File: config.mk
export PLATFORM = sky130hd
export DESIGN_NAME = dm_init_arb_flat
export DESIGN_NICKNAME = d
export VERILOG_FILES = /design/src/rtl/dm_init_arb_pkg.sv /design/src/rtl/dm_init_arb_if.sv /design/src/rtl/dm_clr_cnt.sv /design/src/rtl/dm_init_arb.sv /design/src/flat_wrapper.sv
export SDC_FILE = /design/constraint.sdc
export NUM_CORES = 1
export LEC_CHECK = 0
export BUFFER_PORTS_ARGS = -buffer_cell sky130_fd_sc_hd__clkbuf_2
export CAP_MARGIN = 5
export CORE_AREA = 2 2 106 108
export CTS_BUF_LIST = sky130_fd_sc_hd__clkbuf_16
export CTS_CLUSTER_DIAMETER = 120
export DETAILED_ROUTE_END_ITERATION = 10
export DIE_AREA = 0 0 108 110
export PLACE_DENSITY_LB_ADDON = 0.25
export SLEW_MARGIN = 20
export SYNTH_ARGS = -nofsm -noshare
export SYNTH_HDL_FRONTEND = slang
export SYNTH_SLANG_ARGS = --single-unit
File: constraint.sdc
create_clock -name clk -period 2.7 [get_ports clk]
set_input_delay 0.54 -clock clk [delete_from_list [all_inputs] [get_ports clk]]
set_output_delay 0.54 -clock clk [all_outputs]
set_load 0.02 [all_outputs]
File: src/rtl/dm_init_arb_pkg.sv
// Shared types and constants for the data-memory init/arbitration slice.
package dm_init_arb_pkg;

  localparam int unsigned DM_DEPTH   = 1024;
  localparam int unsigned DM_CW      = 10;
  localparam int unsigned AW         = 32;
  localparam int unsigned DW         = 32;
  localparam int unsigned OPW        = 3;
  localparam logic [31:0] DM_CLR_PCW = 32'h0000_0000;

  // Access size/sign codes understood by the data memory
  localparam logic [OPW-1:0] OP_WD  = 3'd0;
  localparam logic [OPW-1:0] OP_HF  = 3'd1;
  localparam logic [OPW-1:0] OP_BT  = 3'd2;
  localparam logic [OPW-1:0] OP_UHF = 3'd3;
  localparam logic [OPW-1:0] OP_UBT = 3'd4;

  typedef enum logic {
    CLR_ST = 1'b0,
    RUN_ST = 1'b1
  } state_t;

endpackage

File: src/rtl/dm_init_arb_if.sv
// CPU, debug and data-memory port bundle around dm_init_arb.
interface dm_init_arb_if;
  import dm_init_arb_pkg::*;

  logic           cpu_vld;
  logic           cpu_en;
  logic [OPW-1:0] cpu_op;
  logic [AW-1:0]  cpu_ax;
  logic [DW-1:0]  cpu_x;
  logic [31:0]    cpu_pcw;
  logic           clr_req;
  logic           dbg_vld;
  logic [AW-1:0]  dbg_ax;
  logic [DW-1:0]  dbg_x;
  logic           dbg_rdy;
  logic [AW-1:0]  dm_ax;
  logic [DW-1:0]  dm_x;
  logic [OPW-1:0] dm_op;
  logic           dm_en;
  logic [31:0]    dm_pcw;
  logic           stall;
  logic           busy;

  modport master (
    output cpu_vld, cpu_en, cpu_op, cpu_ax, cpu_x, cpu_pcw, clr_req,
           dbg_vld, dbg_ax, dbg_x,
    input  dbg_rdy, dm_ax, dm_x, dm_op, dm_en, dm_pcw, stall, busy
  );

  modport slave (
    input  cpu_vld, cpu_en, cpu_op, cpu_ax, cpu_x, cpu_pcw, clr_req,
           dbg_vld, dbg_ax, dbg_x,
    output dbg_rdy, dm_ax, dm_x, dm_op, dm_en, dm_pcw, stall, busy
  );

endinterface

File: src/rtl/dm_clr_cnt.sv
// Word counter for the memory clear sequence; wraps to zero after the last word.
module dm_clr_cnt #(
  parameter int unsigned DEPTH = 1024,
  parameter int unsigned CW    = 10
) (
  input  logic          clk,
  input  logic          rst,
  input  logic          clr,
  input  logic          inc,
  output logic [CW-1:0] cnt,
  output logic          last
);

  assign last = (cnt == CW'(DEPTH - 1));

  always_ff @(posedge clk) begin
    if (!rst) begin
      cnt <= '0;
    end else if (clr) begin
      cnt <= '0;
    end else if (inc) begin
      cnt <= last ? '0 : cnt + CW'(1);
    end
  end

endmodule

File: src/rtl/dm_init_arb.sv
// Owns the data-memory port: zero-clear sequence, debug word writes, CPU pass-through.
// Build option: DM_INIT_SKIP_EN skips the clear after reset.
module dm_init_arb
  import dm_init_arb_pkg::*;
#(
  parameter int unsigned DEPTH   = DM_DEPTH,
  parameter int unsigned CW      = DM_CW,
  parameter logic [31:0] CLR_PCW = DM_CLR_PCW
) (
  input  logic          clk,
  input  logic          rst,
  dm_init_arb_if.slave  bus
);

`ifdef DM_INIT_SKIP_EN
  localparam state_t RST_ST   = RUN_ST;
  localparam logic   RST_BUSY = 1'b0;
`else
  localparam state_t RST_ST   = CLR_ST;
  localparam logic   RST_BUSY = 1'b1;
`endif

  state_t        state;
  logic [CW-1:0] cnt;
  logic          last;
  logic          cnt_clr;
  logic          cnt_inc;
  logic          unused_dbg_lsb;

  assign cnt_clr        = (state == RUN_ST);
  assign cnt_inc        = (state == CLR_ST);
  assign unused_dbg_lsb = ^bus.dbg_ax[1:0];

  dm_clr_cnt #(
    .DEPTH (DEPTH),
    .CW    (CW)
  ) u_cnt (
    .clk  (clk),
    .rst  (rst),
    .clr  (cnt_clr),
    .inc  (cnt_inc),
    .cnt  (cnt),
    .last (last)
  );

  always_ff @(posedge clk) begin
    if (!rst) begin
      state <= RST_ST;
    end else begin
      case (state)
        CLR_ST:  if (last)        state <= RUN_ST;
        RUN_ST:  if (bus.clr_req) state <= CLR_ST;
        default:                  state <= RST_ST;
      endcase
    end
  end

  // Port mux: reset hold, clear write, debug write, or CPU pass-through
  always_comb begin
    bus.dm_ax   = bus.cpu_ax;
    bus.dm_x    = bus.cpu_x;
    bus.dm_op   = bus.cpu_op;
    bus.dm_en   = bus.cpu_en & bus.cpu_vld;
    bus.dm_pcw  = bus.cpu_pcw;
    bus.stall   = 1'b0;
    bus.busy    = 1'b0;
    bus.dbg_rdy = 1'b0;
    if (!rst) begin
      bus.dm_en = 1'b0;
      bus.stall = 1'b1;
      bus.busy  = RST_BUSY;
    end else if (state == CLR_ST) begin
      bus.dm_ax  = AW'({cnt, 2'b00});
      bus.dm_x   = '0;
      bus.dm_op  = OP_WD;
      bus.dm_en  = 1'b1;
      bus.dm_pcw = CLR_PCW;
      bus.stall  = 1'b1;
      bus.busy   = 1'b1;
    end else if (bus.dbg_vld) begin
      bus.dbg_rdy = 1'b1;
      bus.dm_ax   = {bus.dbg_ax[AW-1:2], 2'b00};
      bus.dm_x    = bus.dbg_x;
      bus.dm_op   = OP_WD;
      bus.dm_en   = 1'b1;
      bus.dm_pcw  = CLR_PCW;
      bus.stall   = bus.cpu_vld;
    end
  end

endmodule

File: src/flat_wrapper.sv
// flat-port wrapper written by rule: the top's interface ports become plain ports
module dm_init_arb_flat import dm_init_arb_pkg::*;
#(
  parameter int unsigned DEPTH   = DM_DEPTH,
  parameter int unsigned CW      = DM_CW,
  parameter logic [31:0] CLR_PCW = DM_CLR_PCW
)
  (clk, rst, bus_cpu_vld, bus_cpu_en, bus_cpu_op, bus_cpu_ax, bus_cpu_x, bus_cpu_pcw, bus_clr_req, bus_dbg_vld, bus_dbg_ax, bus_dbg_x, bus_dbg_rdy, bus_dm_ax, bus_dm_x, bus_dm_op, bus_dm_en, bus_dm_pcw, bus_stall, bus_busy);
  dm_init_arb_if bus_i ();
  input  logic clk;
  input  logic rst;
  input wire logic [$bits(bus_i.cpu_vld)-1:0] bus_cpu_vld;
  input wire logic [$bits(bus_i.cpu_en)-1:0] bus_cpu_en;
  input wire logic [$bits(bus_i.cpu_op)-1:0] bus_cpu_op;
  input wire logic [$bits(bus_i.cpu_ax)-1:0] bus_cpu_ax;
  input wire logic [$bits(bus_i.cpu_x)-1:0] bus_cpu_x;
  input wire logic [$bits(bus_i.cpu_pcw)-1:0] bus_cpu_pcw;
  input wire logic [$bits(bus_i.clr_req)-1:0] bus_clr_req;
  input wire logic [$bits(bus_i.dbg_vld)-1:0] bus_dbg_vld;
  input wire logic [$bits(bus_i.dbg_ax)-1:0] bus_dbg_ax;
  input wire logic [$bits(bus_i.dbg_x)-1:0] bus_dbg_x;
  output wire logic [$bits(bus_i.dbg_rdy)-1:0] bus_dbg_rdy;
  output wire logic [$bits(bus_i.dm_ax)-1:0] bus_dm_ax;
  output wire logic [$bits(bus_i.dm_x)-1:0] bus_dm_x;
  output wire logic [$bits(bus_i.dm_op)-1:0] bus_dm_op;
  output wire logic [$bits(bus_i.dm_en)-1:0] bus_dm_en;
  output wire logic [$bits(bus_i.dm_pcw)-1:0] bus_dm_pcw;
  output wire logic [$bits(bus_i.stall)-1:0] bus_stall;
  output wire logic [$bits(bus_i.busy)-1:0] bus_busy;
  assign bus_i.cpu_vld = bus_cpu_vld;
  assign bus_i.cpu_en = bus_cpu_en;
  assign bus_i.cpu_op = bus_cpu_op;
  assign bus_i.cpu_ax = bus_cpu_ax;
  assign bus_i.cpu_x = bus_cpu_x;
  assign bus_i.cpu_pcw = bus_cpu_pcw;
  assign bus_i.clr_req = bus_clr_req;
  assign bus_i.dbg_vld = bus_dbg_vld;
  assign bus_i.dbg_ax = bus_dbg_ax;
  assign bus_i.dbg_x = bus_dbg_x;
  assign bus_dbg_rdy = bus_i.dbg_rdy;
  assign bus_dm_ax = bus_i.dm_ax;
  assign bus_dm_x = bus_i.dm_x;
  assign bus_dm_op = bus_i.dm_op;
  assign bus_dm_en = bus_i.dm_en;
  assign bus_dm_pcw = bus_i.dm_pcw;
  assign bus_stall = bus_i.stall;
  assign bus_busy = bus_i.busy;
  dm_init_arb #(.DEPTH(DEPTH), .CW(CW), .CLR_PCW(CLR_PCW)) u_core (.clk(clk), .rst(rst), .bus(bus_i));
endmodule
Word level (Yosys, flattened, before mapping)

Index checks and enable logic that the tools add are counted.

Bits in registers: 11
Input bits: 169
Output and inout port bits: 103
Word-level logic and storage cells: 34

Add/subtract/negate cells: 1
Equal/unequal tests: 1
Muxes and demuxes: 26
Bitwise operators: 3
Reduce and logical (&&, ||, !) cells: 1

Operator list:

| kind                    | number |
|---|---|
| $mux W32                | 9 |
| $mux W1                 | 13 |
| $add A10 B1 Y10 const B | 1 |
| $eq A10 B10 Y1 const B  | 1 |
| $mux W3                 | 3 |
| $reduce_or A3 Y1        | 1 |
| $not A1 Y1              | 2 |
| $pmux W1 S2             | 1 |
| $and A1 B1 Y1           | 1 |

Logic depth before layout (Yosys ltp)

Depth after elaboration: 4
Depth in mapped cells: 5
Gate-level depth less buffers: 4

Modules after synthesis

Synthesis repeated with hierarchy kept, for this count alone.

Cells, all modules: 239
Area, all modules: 1,803.0 um^2

Modules (own cells, without submodules):

| module      | times used | cells each | area an instance (um^2) | sequential area each (um^2) |
|---|---|---|---|---|
| dm_init_arb | 1          | 184        | 1,318.8                 | 20.0 |
| dm_clr_cnt  | 1          | 55         | 484.2                   | 200.2 |

Worst setup path before layout

Ideal clock, no wire load.

Path kind: in2out
From: input rst
To: output bus_dm_ax[10]
Arrival: 1.523 ns
Required time: 2.160 ns
Slack: 0.637 ns
Cell stages on the path: 4
Buffers on the path: 2
Cells stage by stage: buf_2 > o21a_1 > clkbuf_1 > a2bb2oi_1

Cells in the longest elaborated chain, start to end: 1

RTL lines:

| what               | line               | text |
|---|---|---|
| start: declaration | flat_wrapper.sv:11 | `input logic rst;` |
| $mux W32           | dm_init_arb.sv:68  | `if (!rst) begin` |
| end: declaration   | flat_wrapper.sv:23 | `output wire logic [$bits(bus_i.dm_ax)-1:0] bus_dm_ax;` |

Every way passes these cells.

Final worst setup path

From: input bus_dbg_vld
To: output bus_dm_op[0]

Cells in the longest elaborated chain, start to end: 3

RTL lines:

| what               | line               | text |
|---|---|---|
| start: declaration | flat_wrapper.sv:19 | `input wire logic [$bits(bus_i.dbg_vld)-1:0] bus_dbg_vld;` |
| $mux W3            | dm_init_arb.sv:80  | `end else if (bus.dbg_vld) begin` |
| $mux W3            | dm_init_arb.sv:72  | `end else if (state == CLR_ST) begin` |
| $mux W3            | dm_init_arb.sv:68  |  |
| end: declaration   | flat_wrapper.sv:25 | `output wire logic [$bits(bus_i.dm_op)-1:0] bus_dm_op;` |

Every way passes these cells.

==> flow_summary_export.csv <==
group,metric,value,unit
power_and_ir_drop,p_comb_frac,0.506,
detailed_routing,ant_nets,0,
power_and_ir_drop,p_leak,1.70,nW
sta,finalMaxSlewViolations,0,
synthesis,yosys_warnings,0,
synthesis,synth_compound_area_frac,0.493,
setup_path,reg2reg_to,"u_core.u_cnt.cnt[7]$_SDFF_PP0_",
setup_path,cp_slowest_stage_delay,0.37,ns
grt,track_usage,0.134,
setup_path,crit_chain,"clkbuf_2 > o21ai_4 > buf_4 > and2_1 > clkbuf_2",
setup_path,critPathBufInv,3,
synthesis,synthDistinctLibCells,30,
sta,fin_crit_sh,0.861,
detailed_routing,drt-total-wl,9.49,mm
setup_path,critPathLaunchType,"primary input",
run_status,status,"complete, no violations",
sta,finClkSkew,0.000469,ns
grt,grt_pass1_vias,2212,
clocking,clock_latency,0.24,ns
sta,min_period,2.32,ns
hold_path,min_path_type,"flop to flop",
synthesis,muxShareOfSynthArea,0,
synthesis,synth_top_family_by_area,"compound AO/OA/AOI/OAI gates",
clocking,clk_pin_slew,0.04,ns
clocking,cts_tree,"yes",
placed_design,gp_congestion,0.788,
hold_path,holdPathStages,1,
hold_path,whs_endpoint,"u_core.u_cnt.cnt[0]$_SDFF_PP0_",
clocking,clock_path_buffers,2,
setup_path,cpMostUsedCell,"clkbuf_2",
setup_path,rrSetupSlack,1.04,ns
power_and_ir_drop,power.internal,0.569,mW
power_and_ir_drop,clkPwrFrac,0.300,
setup_path,ff2ff_path_depth,4,
die,core_area,0.0107,sq mm
final_layout,layout_commonest_cell,"clkbuf_2",
sta,worst_pin_slew,0.466,ns
run,maxCapViolations,0,
hold_path,hp-start,"u_core.u_cnt.cnt[0]$_SDFF_PP0_",
synthesis,syn_nets,359,
clocking,cts_root_buf,"clkbuf_16",
die,pin_count,272,
final_layout,antennaDiodeCount,0,
sta,fmax,0.430,GHz
synthesis,ys_seq_area_frac,0.153,
clocking,h-tree-depth,1,
synthesis,syn-instance-count,189,
final_layout,postLayoutCoreUtil,0.285,
power_and_ir_drop,power_frac_seq,0.193,
detailed_routing,vias,2547,
grt,grt_pass1_wl,12.2,mm
sta,rsz0062_at_grt,"no",
clocking,cts-resized-gates,0,
placed_design,dp_hpwl,8.24,mm
setup_path,cp-end-kind,"output pin",
final_layout,drive_gt1_frac,0.630,
setup_path,critical_path_class,"primary input to output pin",
setup_path,critPathSlowestCell,"o21ai_4",
synthesis,yosys_register_bits,11,
die,row_count,38,
grt,overflow,0,
setup_path,cp_top_family,"buffers and inverters",
setup_path,cp.arrival,1.78,ns
detailed_routing,drt-pass1-iter-count,4,
sta,fin_setup_tns,0,ns
die,die_x,108,um
detailed_routing,drtIter0Drc,174,
setup_path,crit_fanout,34,
power_and_ir_drop,p_sw_frac,0.362,
clocking,cts_buffers,3,
grt,antenna_found_initial,1,
power_and_ir_drop,peakVddDrop,0.332,mV
sta,final-hold-violation-count,0,
synthesis,synth_xor_area_frac,0.0183,
sta,setup_viol_count_final,0,
power_and_ir_drop,powerDensity,293,mW/mm^2
die,die_area,0.0119,sq mm
clocking,cts_setup_buffers,0,
sta,relSlewSlack,0.689,
grt,grt_start_max_net_pins,54,
synthesis,postSynthAreaPerCell,7.61,sq um
detailed_routing,via_per_inst,4.32,
clocking,clock_sinks,11,
die,start_util,0.135,
final_layout,final_nets,620,
clocking,ctsHoldBuffers,0,
detailed_routing,wire_per_inst,16.1,um
final_layout,mostFrequentLayoutCells,"clkbuf_2 (269), a22o_1 (52), and2_1 (37)",
synthesis,yosys.area_share.simple,0.257,
die,die_y,110,um
detailed_routing,drc,0,
setup_path,critPathRequiredTime,2.16,ns
final_layout,area_growth,112,%
final_layout,fillCellCount,1193,
synthesis,synthesis.area,0.00144,sq mm
setup_path,r2r-start,"u_core.u_cnt.cnt[0]$_SDFF_PP0_",
power_and_ir_drop,switching_power,0.322,mW
synthesis,synth_fa_ha_area_frac,0.00870,
placed_design,io_buffers,269,
-- cell usage after synthesis --
cell,count,share of area
or3_1,3,0.013
nor4_1,1,0.0044
clkbuf_1,7,0.018
a31oi_1,1,0.0044
o311ai_2,1,0.011
dfxtp_1,11,0.15
xnor2_1,1,0.0061
o21ai_2,1,0.0061
nand4_1,2,0.0087
o22ai_1,10,0.043
xor2_1,2,0.012
and3_1,1,0.0044
o21a_1,2,0.010
a22o_1,52,0.32
nand2_1,7,0.018
buf_2,12,0.042
inv_1,3,0.0078
o31ai_1,1,0.0052
o21ai_0,3,0.010
or4_1,2,0.010
inv_2,1,0.0026
a21oi_1,4,0.014
and2_1,37,0.16
a2bb2oi_1,10,0.061
o211ai_1,1,0.0052
nand3_2,1,0.0070
a21o_1,1,0.0052
ha_1,1,0.0087
nand3_1,4,0.014
nor2_1,6,0.016
-- final cells by class --
type / count / area, sq um / share of cell area
sequential: 11 / 220 / 0.0723
tap: 140 / 175 / 0.0575
timing repair buffer: 275 / 1430 / 0.469
clock inverter: 1 / 3.75 / 0.00123
inverter: 4 / 15.0 / 0.00493
multi-input combinational: 155 / 1130 / 0.370
clock buffer: 3 / 75.1 / 0.0247
-- cell families after synthesis --
family	after synthesis
buffers and inverters	23
flip-flops	11
adder cells (fa/ha/maj)	1
XOR/XNOR	3
AO/OA/AOI/OAI	87
AND/OR/NAND/NOR	64
-- layer usage --
metal / track usage / vias up / wire length (um)
met1: 0.171 / 1139 / 3830
met3: 0.0700 / 4 / 1390
met5: 0 / - / 13
met4: 0.0165 / 2 / 19
li1: - / 1249 / -
met2: 0.208 / 153 / 4230
-- power by group through the flow --
stage / clock, mW / sequential, mW / combinational (mW)
floorplan: 0 / 0.174 / 0.219
global placement: 0 / 0.175 / 0.452
detailed placement: 0 / 0.175 / 0.454
CTS: 0.272 / 0.172 / 0.457
global route: 0.282 / 0.173 / 0.488
finish: 0.268 / 0.172 / 0.451
-- flip-flops by register name (all words and copies together), names as in the netlist --
name,count
u_core.u_cnt.cnt,10
u_core.cnt_clr,1
-- how the worst max path moves through the flow --
stage                     start       endpoint  slack (ns)  cells past startpoint
floorplan                   rst  bus_dm_ax[10]        0.64                      4
global placement            rst    bus_dm_x[4]        0.40                      5
detailed placement  bus_dbg_vld   bus_dm_op[0]        0.36                      5
CTS                 bus_dbg_vld   bus_dm_op[0]        0.36                      5
global route        bus_dbg_vld   bus_dm_op[0]        0.27                      5
finish              bus_dbg_vld   bus_dm_op[0]        0.38                      5
-- stage by stage --
stage | cells | worst slack (ns) | area, sq um | power [mW] | hold WS (ns)
after floorplan | 189 | 0.637 | 1440 | 0.393 | 0.441
after detailed placement | 585 | 0.360 | 2970 | 0.629 | 0.490
after global routing | 589 | 0.268 | 3040 | 0.943 | 0.520
after global placement | 585 | 0.404 | 2970 | 0.627 | 0.485
final | 589 | 0.377 | 3040 | 0.892 | 0.497
after CTS | 589 | 0.356 | 3040 | 0.901 | 0.500
No activity file was read; power rests on OpenSTA's default activity.
